<file path="src/rtl/ifetch_queue.sv">
// Instruction fetch queue: in-order req/gnt fetch into a DEPTH-entry prefetch FIFO.
// Optional perf counters when IFQ_PERF_EN is defined.
module ifetch_queue #(
  parameter int              ADDR_W   = 16,
  parameter int              INST_W   = 32,
  parameter int              DEPTH    = 4,
  parameter logic [ADDR_W-1:0] RESET_PC = '0
) (
  input  logic              clk,
  input  logic              rst,
  output logic              imem_req_o,
  output logic [ADDR_W-1:0] imem_addr_o,
  input  logic              imem_gnt_i,
  input  logic              imem_rvalid_i,
  input  logic [INST_W-1:0] imem_rdata_i,
  output logic              inst_v_o,
  output logic [INST_W-1:0] inst_o,
  output logic [ADDR_W-1:0] pc_o,
  input  logic              inst_rdy_i,
  input  logic              branch_i,
  input  logic [ADDR_W-1:0] baddr_i
`ifdef IFQ_PERF_EN
  ,
  output logic [31:0]       perf_stall_o,
  output logic [31:0]       perf_flush_o
`endif
);

  localparam int CW = $clog2(DEPTH) + 1;
  localparam int PW = $clog2(DEPTH);

  typedef struct packed {
    logic [ADDR_W-1:0] pc;
    logic [INST_W-1:0] inst;
  } entry_t;

  entry_t [DEPTH-1:0] fifo;
  logic [ADDR_W-1:0]  pc_r;
  logic               init_r;
  logic [CW-1:0]      inflight, drop, count, live;
  logic [PW-1:0]      wr_ptr, rd_ptr;
  logic               credit, grant, push, pop;
  logic [ADDR_W-1:0]  resp_pc;

  assign credit      = ({1'b0, inflight} + {1'b0, count}) < (CW+1)'(DEPTH);
  assign imem_req_o  = init_r & ~branch_i & credit;
  assign imem_addr_o = pc_r;
  assign grant       = imem_req_o & imem_gnt_i;

  assign inst_v_o = (count != '0) & ~branch_i;
  assign pop      = inst_v_o & inst_rdy_i;
  assign push     = imem_rvalid_i & ~branch_i & (drop == '0);
  assign inst_o   = fifo[rd_ptr].inst;
  assign pc_o     = fifo[rd_ptr].pc;

  // Live (non-dropped) requests are contiguous and end just below pc_r,
  // so the oldest one's address is recovered without a tag FIFO.
  assign live    = inflight - drop;
  assign resp_pc = pc_r - ADDR_W'(live);

  always_ff @(posedge clk) begin
    if (rst) begin
      pc_r     <= RESET_PC;
      init_r   <= 1'b0;
      inflight <= '0;
      drop     <= '0;
      count    <= '0;
      wr_ptr   <= '0;
      rd_ptr   <= '0;
    end else begin
      init_r   <= 1'b1;
      inflight <= inflight + CW'(grant) - CW'(imem_rvalid_i);
      if (branch_i) begin
        pc_r   <= baddr_i;
        count  <= '0;
        wr_ptr <= '0;
        rd_ptr <= '0;
        // a response landing this cycle is already discarded, so it is not counted
        drop   <= inflight - CW'(imem_rvalid_i);
      end else begin
        if (grant) pc_r <= pc_r + 1'b1;
        if (imem_rvalid_i && drop != '0) drop <= drop - 1'b1;
        if (push) wr_ptr <= wr_ptr + 1'b1;
        if (pop) rd_ptr <= rd_ptr + 1'b1;
        count <= count + CW'(push) - CW'(pop);
      end
    end
  end

  always_ff @(posedge clk) begin
    if (push) fifo[wr_ptr] <= entry_t'{pc: resp_pc, inst: imem_rdata_i};
  end

`ifdef IFQ_PERF_EN
  always_ff @(posedge clk) begin
    if (rst) begin
      perf_stall_o <= '0;
      perf_flush_o <= '0;
    end else begin
      if (inst_rdy_i && !inst_v_o && init_r && perf_stall_o != '1)
        perf_stall_o <= perf_stall_o + 1'b1;
      if (branch_i && perf_flush_o != '1)
        perf_flush_o <= perf_flush_o + 1'b1;
    end
  end
`endif

endmodule
</file>
<file path="config.mk">
export PLATFORM = sky130hd
export DESIGN_NAME = ifetch_queue
export DESIGN_NICKNAME = d
export VERILOG_FILES = /design/src/rtl/ifetch_queue.sv
export SDC_FILE = /design/constraint.sdc
export NUM_CORES = 1
export LEC_CHECK = 0
export ABC_AREA = 1
export ABC_CLOCK_PERIOD_IN_PS = 3500
export CORE_MARGIN = 8
export CORE_UTILIZATION = 50
export DETAILED_ROUTE_END_ITERATION = 8
export PLACE_DENSITY = 0.78
export SLEW_MARGIN = 20
export SYNTH_ARGS = -nofsm -noshare
export SYNTH_HDL_FRONTEND = slang
export SYNTH_SLANG_ARGS = --single-unit
</file>
<file path="constraint.sdc">
create_clock -name clk -period 3.5 [get_ports clk]
set_input_delay 0.7 -clock clk [delete_from_list [all_inputs] [get_ports clk]]
set_output_delay 0.7 -clock clk [all_outputs]
set_load 0.03 [all_outputs]
</file>
## After elaboration in Yosys (flattened, before gate mapping)

Index checks and enable logic that the tools add are counted.

- Register bits after elaboration: 222
- Bits in latches: 0
- Bits in writable memories: 0
- Bits in read-only memories: 0
- Input bits: 54
- Output and inout port bits: 66
- Logic and storage cells: 57
- Memories: 0

- Add/sub/neg operators: 12
- Multiply operators: 0
- Divide/modulo/power cells: 0
- Order comparisons: 4
- Equal/unequal tests: 0
- Shift operators: 0
- Multiplexer cells: 10
- Bitwise logic cells: 8
- Reductions and logical operators: 8

Operators with widths:

| cell | number |
|---|---|
| $bwmux 192 | 1 |
| $bmux 48 s2 | 1 |
| $demux 48 s2 | 1 |
| $mux 48 | 2 |
| $mux 16 | 2 |
| $add 16x1->16 const B | 1 |
| $sub 16x3->16 | 1 |
| $sub 3x1->3 | 3 |
| $and 1x1->1 | 7 |
| $add 3x1->3 | 2 |
| $lt 2x3->1 const B | 2 |
| $mux 3 | 2 |
| $reduce_bool 3->1 | 2 |
| $add 2x1->2 const B | 2 |
| $add 3x3->4 | 1 |
| $lt 4x3->1 const B | 1 |
| $reduce_bool 2->1 | 2 |
| $logic_not 3->1 | 1 |
| $sub 3x1->3 const B | 1 |
| $sub 3x3->3 | 1 |
| $ge 2x1->1 const B | 1 |
| $logic_and 1x1->1 | 2 |
| $reduce_or 2->1 | 1 |
| $mux 1 | 1 |
| $not 1->1 | 1 |

## Logic depth before layout (Yosys ltp)

Gate-level depths: netlist (run 1).

- Word-level depth: 6
- Depth in mapped cells: 15
- Mapped depth without buffers: 15

## Least setup slack after synthesis (run 1)

Ideal clock, no wire load.

- Path type: input to register
- Start: in imem_rvalid_i
- End: reg fifo[0] (netlist bit) (enable)
- Library setup time: 0.454 ns
- Arrival time: 3.029 ns
- Required time: 3.046 ns
- Slack: 0.017 ns
- Stages: 4
- Buffers on the path: 0
- Cells stage by stage: inv_1 > nor2_1 > nand2_1 > nor2_1

- Word-level cells in the longest chain between the ends: 2

RTL lines:

| element | RTL line | RTL |
|---|---|---|
| start, declared | 14 | `input logic imem_rvalid_i,` |
| $and 1x1->1 (2 in a row) | 52 | `assign push = imem_rvalid_i & ~branch_i & (drop == '0);` |
| end signal, assigned by index | 91 | `if (push) fifo[wr_ptr] <= entry_t'{pc: resp_pc, inst: imem_rdata_i};` |
| end, declared | 37 | `entry_t [DEPTH-1:0] fifo;` |

Every way passes these cells.
A chain may end at the register's enable or synchronous reset.

## Final worst setup path (run 1)

- Start: reg rd_ptr[0]
- End: out inst_o[17]

- Word-level cells in the longest chain between the ends: 2

RTL lines:

| element | RTL line | RTL |
|---|---|---|
| start, declared | 41 | `logic [PW-1:0] wr_ptr, rd_ptr;` |
| start signal, assigned | 84 | `if (pop) rd_ptr <= rd_ptr + 1'b1;` |
| $bmux 48 s2 | 53 | `assign inst_o = fifo[rd_ptr].inst;` |
| $mux 48 | -- |  |
| end, declared | 17 | `output logic [INST_W-1:0] inst_o,` |

Every way passes these cells. The select of a mux whose other input is x is not followed.

==> run_results.csv, run 1 <==
group,metric,value,unit
critical_path,r2r_slack,560,ps
synthesis,synthArstFlopShare,0,%
sta,clock_skew,15.0,ps
critical_path,worstPathArrival,2590,ps
synthesis,synthTopCellsByArea,"edfxtp_1 (60%), dfxtp_1 (6.3%), nor2_1 (5.5%), o21ai_0 (5.4%), nand2_1 (3.2%)",
finish,antennaDiodeCount,0,
clock_network,cts_tree,"built",
sta,drv_slew,0,
hold_path,holdPathEnd,"drop[2]$_SDFFE_PP0P_",
sta,period_minus_slack,3290,ps
clock_network,clkTransAtPathRegs,60,ps
finish,area.growth.synth_to_final,25.2,%
sta,max_freq,304,MHz
critical_path,timing.critical_path.max_delay_family,"buffers and inverters",
synthesis,ys_ff_latch,222,
place,placed_cells,1168,
critical_path,path_cells,"inv_2 -> buf_12 -> o21ai_0 -> o22ai_1 -> clkdlybuf4s50_1",
place,post-place-ws,384,ps
critical_path,required,2800,ps
synthesis,yosysUniqueCellTypes,34,
clock_network,cts_buffers,25,
clock_network,cts_resized,0,
sta,fin_ws,206,ps
sta,tightest_slew,589,ps
global_route,overflow,0,
clock_network,clk_path_buf_depth,3,
floorplan,die_w,154,µm
sta,setup_viol,0,
synthesis,synth-edff-count,192,
global_route,gr-usage-all-layers,17.5,%
sta,finalHoldViolCount,0,
finish,fin_cells,1213,
critical_path,setup.worst_path.start_class,"flop",
drt,vias_per_cell,5.44,
drt,dr.first_iter.drc_count,417,
synthesis,syn_inst,845,
power,swShare,25.0,%
synthesis,synth-main-ff-cell,"edfxtp_1",
power,p_clk_share,36.8,%
synthesis,synthTopCellsByCount,"edfxtp_1 (192), nor2_1 (140), o21ai_0 (103), nand2_1 (81), inv_1 (63)",
floorplan,core,18700,µm²
critical_path,critPathSlowestCell,"clkdlybuf4s50_1",
synthesis,yosys_warnings,0,
power,p_sw,0.00165,W
global_route,grt_pass1_vias,6535,
critical_path,r2r-start,"inflight[0]$_SDFF_PP0_",
synthesis,syn_area_per_cell,11.3,µm²
place,hpwlAfterDp,12.9,mm
critical_path,startpoint,"rd_ptr[0]$_SDFFE_PP0P_",
floorplan,initial_core_util,50.9,%
power,intPower,0.00495,W
critical_path,worstReg2RegEnd,"fifo[37]$_DFFE_PP_",
clock_network,cts_setup_buffers,0,
synthesis,yosysSeqAreaShare,66.8,%
critical_path,path_class,"reg2out",
finish,finalNetCount,1038,
global_route,grt_first_pass_wirelength,33.8,mm
floorplan,fp-row-count,50,
sta,relSlewSlack,60.7,%
clock_network,cts.sinks,222,
critical_path,crit_buf_inv,3,
floorplan,die_area,23700,µm²
drt,drc_errors,0,
critical_path,crit_path_end_kind,"output pin",
drt,num_vias,6597,
global_route,grt_max_degree,80,
synthesis,synth.cell_area,9530,µm²
power,seqPwrFrac,47.9,%
place,gp_congestion,0.834,
outcome,status,"complete, no violations",
sta,holdWs,476,ps
hold_path,hold_depth,2,
finish,drive_gt1_share,9.19,%
drt,dr.pass1.iters,5,
sta,finalSetupTns,0,ps
power,pwr_density_cell,553,nW/µm²
synthesis,synth.top_cell.area_share,60.5,%
drt,ant_nets,0,
hold_path,hp-start,"drop[2]$_SDFFE_PP0P_",
clock_network,h-tree-depth,1,
clock_network,clockRootBuffer,"clkbuf_16",
drt,wl_per_cell,17.3,µm
clock_network,hold_buffers,0,
clock_network,clkLatencyLatePin,500,ps
critical_path,cpPeakStageDelay,720,ps
power,leakagePower,4.38,nW
synthesis,yosysMostFrequentCell,"edfxtp_1",
sta,rsz0062_at_grt,"false",
power,pwr-share-comb,15.4,%
sta,fin_crit_sh,94.1,%
place,portBuffers,119,
critical_path,cp_max_fo,79,
finish,nFillCells,1425,
job,drv_cap,0,
global_route,antenna_found_initial,0,
critical_path,r2r_cells,12,
drt,routed_wirelength,21.0,mm
floorplan,die_y,154,µm
synthesis,yosysTopAreaCell,"edfxtp_1",
power,ir_worst_vdd,0.000258,V
floorplan,io_pins,120,
synthesis,synthesis.nets,922,
hold_path,hold_path_class,"reg2reg",
## cell usage in the layout (no fill, tap or decap), types with 4 or more instances in the layout
master / count
buf_12: 23
inv_1: 63
buf_4: 15
nor2_1: 136
nand3_1: 50
ha_1: 19
clkdlybuf4s50_1: 96
clkbuf_16: 25
dfxtp_1: 29
fa_1: 4
o22ai_1: 48
clkinv_1: 6
nor2_4: 6
nand4_1: 6
a21oi_1: 17
edfxtp_1: 192
o21ai_1: 5
o21ai_0: 103
clkinv_2: 4
clkbuf_1: 5
o21a_1: 4
xor2_1: 17
xnor2_1: 4
nand2_1: 81
## worst max-delay path by stage
stage                     slack [ps]                      to  depth (start not counted)
final                            210              inst_o[17]                          5
after global routing             110              inst_o[17]                          5
after detailed placement         380  inflight[2]$_SDFF_PP0_                         11
after global placement           430  inflight[2]$_SDFF_PP0_                         11
after CTS                        200              inst_o[12]                          5
after floorplan                   20       fifo[0]$_DFFE_PP_                          4
## tightest hold or removal path, cell delays in order (launching register included)
cell	delay (ps)
dfxtp_1	310
nand3_1	80
nand2_1	50
## flip-flops by register name, summed over array words and instances (netlist names)
name	count
drop	3
count	3
imem_addr_o	16
wr_ptr	2
init_r	1
inflight	3
rd_ptr	2
fifo	192
## layout make-up
cell class	count	area (µm²)	share of cell area (%)
tap	234	293	2.45
inverter	66	248	2.08
sequential	222	6370	53.3
timing repair buffer	134	1530	12.9
clock inverter	15	126	1.06
clock buffer	30	644	5.40
multi-input combinational	512	2720	22.8
## power groups by stage
stage / clock network, W / logic (W) / registers, W
finish: 0.00243 / 0.00101 / 0.00316
detailed placement: 0 / 0.00101 / 0.00321
global route: 0.00257 / 0.00110 / 0.00317
floorplan: 0 / 0.000579 / 0.00322
CTS: 0.00247 / 0.00102 / 0.00316
global placement: 0 / 0.000983 / 0.00321
## per-layer routing
layer | up-vias | GRT usage, % | wire length (µm) | part of all wire, %
li1 | 3196 | - | - | -
met1 | 3145 | 22.4 | 9010 | 43
met2 | 231 | 29.5 | 10200 | 48
met3 | 25 | 3.76 | 1580 | 7.5
met4 | 0 | 4.57 | 299 | 1.4
met5 | - | 0 | 0 | 0
## stage by stage
stage          area, µm²  total power (W)  utilization [%]
6_report           11900          0.00660             63.8
5_1_grt            11900          0.00684             63.8
4_1_cts            11900          0.00664             63.8
3_5_place_dp       11200          0.00422             59.7
3_3_place_gp       11200          0.00419             59.7
2_1_floorplan       9530          0.00380                -
## cells by family after synthesis
group / count (synthesis) / synth area share [%]
AOI/OAI and AO/OA: 178 / 10.1
xor gates and xnor gates: 21 / 1.93
adders and majority gates: 23 / 3.33
buffers and inverters: 111 / 4.94
DFF: 222 / 66.8
and+or+nand+nor: 290 / 12.9
(Power assumes the default switching activity.)
==> run 2: changes to the inputs <==
Settings changed: CORE_MARGIN 8 to 1.
==> run 2 against run 1 <==
First-iteration DRC count is 23% lower; non-clock buffer count grew 4; total power up 4.8%; critical path depth fell by 1; final area is 0.51% lower; register-to-register slack improved by 90 ps; sequential power about the same; die area is 17% lower; maximum frequency is 0.87% higher; via count decreased by 1.3%; clock skew decreased by 5.1 ps; sequential cell count is the same.
==> run_results.csv, run 2 (synthesis gave the netlist of run 1 again) <==
group,metric,value,unit
clock_network,cts_tree,"built",
clock_network,clockRootBuffer,"clkbuf_16",
place,hpwlAfterDp,12.5,mm
finish,area.growth.synth_to_final,24.6,%
hold_path,hold_depth,2,
critical_path,worstPathArrival,2570,ps
sta,finalHoldViolCount,0,
clock_network,h-tree-depth,1,
clock_network,hold_buffers,0,
floorplan,die_w,140,µm
global_route,grt_first_pass_wirelength,31.7,mm
clock_network,cts_buffers,24,
drt,ant_nets,0,
finish,largest_reg_flops,192,
sta,setup_viol,0,
hold_path,hold_path_class,"reg2reg",
clock_network,cts_setup_buffers,0,
critical_path,path_class,"reg2out",
power,p_total,0.00691,W
global_route,grt_pass1_vias,6337,
clock_network,cts.sinks,222,
outcome,status,"complete, no violations",
drt,dr.first_iter.drc_count,320,
sta,period_minus_slack,3270,ps
drt,wl_per_cell,16.4,µm
critical_path,crit_path_end_kind,"output pin",
finish,antennaDiodeCount,0,
sta,tightest_slew,685,ps
floorplan,die_area,19600,µm²
clock_network,clk_path_buf_depth,3,
finish,top_register,"fifo",
floorplan,initial_core_util,50.9,%
global_route,overflow,0,
floorplan,die_y,140,µm
sta,finalSetupTns,0,ps
job,drv_cap,0,
place,placed_cells,1172,
place,portBuffers,119,
finish,fin_cells,1215,
global_route,gr-usage-all-layers,20.4,%
critical_path,cp_max_fo,70,
finish,final_common_cell,"edfxtp_1",
power,pwr_density_cell,582,nW/µm²
drt,drc_errors,0,
drt,routed_wirelength,19.9,mm
drt,dr.pass1.iters,5,
sta,relSlewSlack,54.3,%
floorplan,fp-row-count,50,
critical_path,r2r_slack,650,ps
critical_path,setup.worst_path.start_class,"flop",
drt,vias_per_cell,5.36,
floorplan,core,18700,µm²
sta,clock_skew,9.82,ps
finish,nFillCells,1446,
finish,post-route-util,63.5,%
place,gp_congestion,0.843,
global_route,grt_max_degree,71,
clock_network,cts_resized,0,
power,ir_worst_vdd,0.000332,V
clock_network,clkLatencyLatePin,500,ps
floorplan,io_pins,120,
critical_path,required,2800,ps
finish,finalNetCount,1041,
sta,max_freq,306,MHz
drt,num_vias,6512,
global_route,antenna_found_initial,0,
critical_path,r2r_cells,14,
sta,drv_slew,0,
finish,drive_gt1_share,9.79,%
finish,mostFrequentLayoutCells,"edfxtp_1 (192), nor2_1 (136), o21ai_0 (103)",
power,leakagePower,4.38,nW
clock_network,clkTransAtPathRegs,60,ps
sta,fin_crit_sh,93.3,%
sta,rsz0062_at_grt,"false",
## run 2: layout make-up
type,instances,area (µm²),area share [%]
Inverter,66,248,2.09
Clock buffer,25,626,5.27
Timing Repair Buffer,138,1340,11.3
Sequential cell,222,6370,53.6
Clock inverter,18,277,2.33
Tap cell,234,293,2.47
Multi-Input combinational cell,512,2720,22.9
## run 2: routing by layer
layer	track usage (%)	vias up	wire (µm)
met5	0	-	0
met4	5.90	0	319
met1	26.8	3074	8560
li1	-	3204	-
met3	3.01	27	1250
met2	35.3	207	9800
## run 2: per-stage QoR
step	setup slack, ps	instance area (µm²)	hold WS [ps]
detailed placement	335	11000	461
CTS	230	11900	471
finish	234	11900	470
floorplan	17.4	9530	447
global placement	404	11000	460
global route	130	11900	491
## run 2: final timing paths
check | from | end
max reg2reg | inflight[0]$_SDFF_PP0_ | fifo[94]$_DFFE_PP_
min reg2reg | drop[2]$_SDFFE_PP0P_ | drop[2]$_SDFFE_PP0P_
max | rd_ptr[0]$_SDFFE_PP0P_ | inst_o[27]
min | drop[2]$_SDFFE_PP0P_ | drop[2]$_SDFFE_PP0P_
## run 2: where the power goes
| group | switching [W] | leakage (nW) | internal (W) |
|---|---|---|---|
| registers | 0.0000598 | 1.99 | 0.00310 |
| clock network | 0.000998 | 0.441 | 0.00182 |
| logic | 0.000593 | 1.95 | 0.000349 |
| total | 0.00165 | 4.38 | 0.00526 |
## run 2: critical path, stage by stage, from the launching register on
cell             delay (ps)
dfxtp_2                 330
buf_4                   520
o21ai_0                 200
o22ai_1                 250
clkdlybuf4s50_1         710
==> run 3: changes to the inputs <==
--- a/config.mk
+++ b/config.mk
@@ -9,7 +9,8 @@
 export ABC_CLOCK_PERIOD_IN_PS = 3500
 export CORE_MARGIN = 1
-export CORE_UTILIZATION = 50
+export CORE_UTILIZATION = 28
 export DETAILED_ROUTE_END_ITERATION = 8
-export PLACE_DENSITY = 0.78
+export HOLD_SLACK_MARGIN = 0.08
+export PLACE_DENSITY = 0.5
 export SLEW_MARGIN = 20
 export SYNTH_ARGS = -nofsm -noshare
==> constraint.sdc (replaced) <==
create_clock -name clk -period 3.5 [get_ports clk]
set_input_delay 0.7 -clock clk [delete_from_list [all_inputs] [get_ports clk]]
set_output_delay 0.7 -clock clk [all_outputs]
set_load 0.01 [all_outputs]
==> run 3 against run 2 <==
Final area is 1.6% higher; wire length is 13% higher; critical path depth is 1 higher; sequential share of layout area is 0.81 points lower; first-iteration DRC count is 29% higher; sequential cell count stayed put; worst setup slack better by 17 ps; die area is 77% higher; clock skew is 4.1 ps higher; clock power is 11% lower; critical endpoint is now pc_o[5]; largest cell class unchanged; highest routed layer unchanged.
==> run_results.csv, run 3 (synthesis gave the netlist of run 1 again) <==
group,metric,value,unit
drt,dr.first_iter.drc_count,413,
place,placed_cells,1381,
clock_network,cts_resized,0,
sta,clock_skew,13.9,ps
critical_path,cpPeakStageDelay,640,ps
clock_network,cts.sinks,222,
floorplan,die_area,34800,µm²
finish,seqCellArea,6370,µm²
drt,routed_wirelength,22.6,mm
critical_path,startpoint,"rd_ptr[0]$_SDFFE_PP0P_",
outcome,status,"complete, no violations",
clock_network,clkLatencyLatePin,530,ps
global_route,grt_max_degree,98,
clock_network,clk_path_buf_depth,3,
finish,area.growth.synth_to_final,26.5,%
clock_network,clkTransAtPathRegs,70,ps
sta,fin_ws,251,ps
finish,final_common_cell,"edfxtp_1",
sta,finalHoldViolCount,0,
global_route,grt_first_pass_wirelength,35.6,mm
clock_network,clockRootBuffer,"clkbuf_16",
drt,drc_errors,0,
finish,drive_gt1_share,6.86,%
floorplan,core,33500,µm²
sta,holdWs,471,ps
drt,met1_length,10.9,mm
drt,vias_per_cell,4.51,
critical_path,cp_max_fo,27,
finish,fin_cells,1425,
sta,rsz0062_at_grt,"false",
drt,dr.pass1.iters,5,
clock_network,cts_tree,"built",
sta,setup_viol,0,
global_route,antenna_found_initial,0,
sta,relSlewSlack,60.2,%
hold_path,hold_path_class,"reg2reg",
finish,top_register,"fifo",
drt,wl_per_cell,15.8,µm
sta,drv_slew,0,
finish,multi_input_area,2720,µm²
floorplan,die_y,186,µm
floorplan,fp-row-count,67,
critical_path,worstPathArrival,2550,ps
floorplan,io_pins,120,
critical_path,critPathSlowestCell,"clkdlybuf4s50_1",
floorplan,initial_core_util,28.4,%
sta,fin_crit_sh,92.8,%
finish,antennaDiodeCount,0,
critical_path,required,2800,ps
drt,num_vias,6429,
global_route,grt_pass1_vias,6423,
critical_path,path_class,"reg2out",
sta,period_minus_slack,3250,ps
sta,max_freq,308,MHz
critical_path,r2r-start,"inflight[0]$_SDFF_PP0_",
drt,wl_met3,1.16,mm
hold_path,hp-start,"drop[2]$_SDFFE_PP0P_",
global_route,overflow,0,
finish,finalNetCount,1037,
global_route,gr-usage-all-layers,12.9,%
finish,mostFrequentLayoutCells,"edfxtp_1 (192), nor2_1 (136), clkdlybuf4s50_1 (119)",
sta,tightest_slew,597,ps
drt,dr_wl_met2,10.1,mm
clock_network,cts_buffers,25,
critical_path,path_cells,"inv_2 -> buf_4 -> o21ai_0 -> o22ai_1 -> clkdlybuf4s50_1",
clock_network,cts_setup_buffers,0,
sta,finalSetupTns,0,ps
place,gp_congestion,0.755,
floorplan,die_w,186,µm
clock_network,h-tree-depth,1,
place,hpwlAfterDp,13.2,mm
finish,nFillCells,3309,
drt,ant_nets,0,
power,pwr_density_cell,541,nW/µm²
place,post-place-ws,431,ps
critical_path,setup.worst_path.start_class,"flop",
drt,routed.top_layer,"met4",
clock_network,hold_buffers,0,
critical_path,crit_path_end_kind,"output pin",
job,drv_cap,0,
power,leakagePower,4.29,nW
power,ir_worst_vdd,0.000352,V
finish,largest_reg_flops,192,
place,portBuffers,119,
## run 3: cell types whose count changed in the layout (fill, tap and decap cells not counted), sizes merged
cell           delta
buf              -22
bufinv            -5
clkbuf            +6
clkdlybuf4s50    +17
clkinv            +2
clkinvlp          -1
inv               -1
## run 3: cell type report
type	count	share of cell area, %
Multi-Input combinational cell	512	22.6
Tap cell	448	4.65
Inverter	66	2.05
Timing Repair Buffer	133	11.5
Sequential cell	222	52.8
Clock inverter	13	1.06
Clock buffer	31	5.37
## run 3: metal layers
metal / track usage [%] / up-vias
met5: 0 / -
met4: 2.77 / 0
met3: 2.52 / 25
met2: 20.6 / 150
met1: 18.1 / 3063
li1: - / 3191
## run 3: worst max-delay path, delay by kind of cell, from the launching register on
family | cells | cell delay, ps
flops | 1 | 340
buf+inv | 3 | 1390
compound gates | 2 | 280
## run 3: worst paths after layout
| kind | to | slack (ps) | cells past startpoint |
|---|---|---|---|
| setup / recovery | pc_o[5] | 250 | 5 |
| hold / removal | drop[2]$_SDFFE_PP0P_ | 470 | 2 |
| setup reg to reg | fifo[45]$_DFFE_PP_ | 720 | 15 |
| hold reg to reg | drop[2]$_SDFFE_PP0P_ | 470 | 2 |
## run 3: power by group
part / switching, W / total (W) / leakage [nW] / internal, W
Combinational: 0.000503 / 0.000856 / 1.92 / 0.000353
Clock: 0.00104 / 0.00250 / 0.379 / 0.00146
Sequential: 0.0000622 / 0.00316 / 1.99 / 0.00310
## run 3: per-stage QoR
step / total power (W) / util [%] / area (µm²)
after floorplan: 0.00371 / - / 9530
after global placement: 0.00408 / 33.7 / 11300
after global routing: 0.00682 / 36.0 / 12100
after CTS: 0.00661 / 36.0 / 12100
after detailed placement: 0.00409 / 33.7 / 11300
final: 0.00652 / 36.0 / 12100
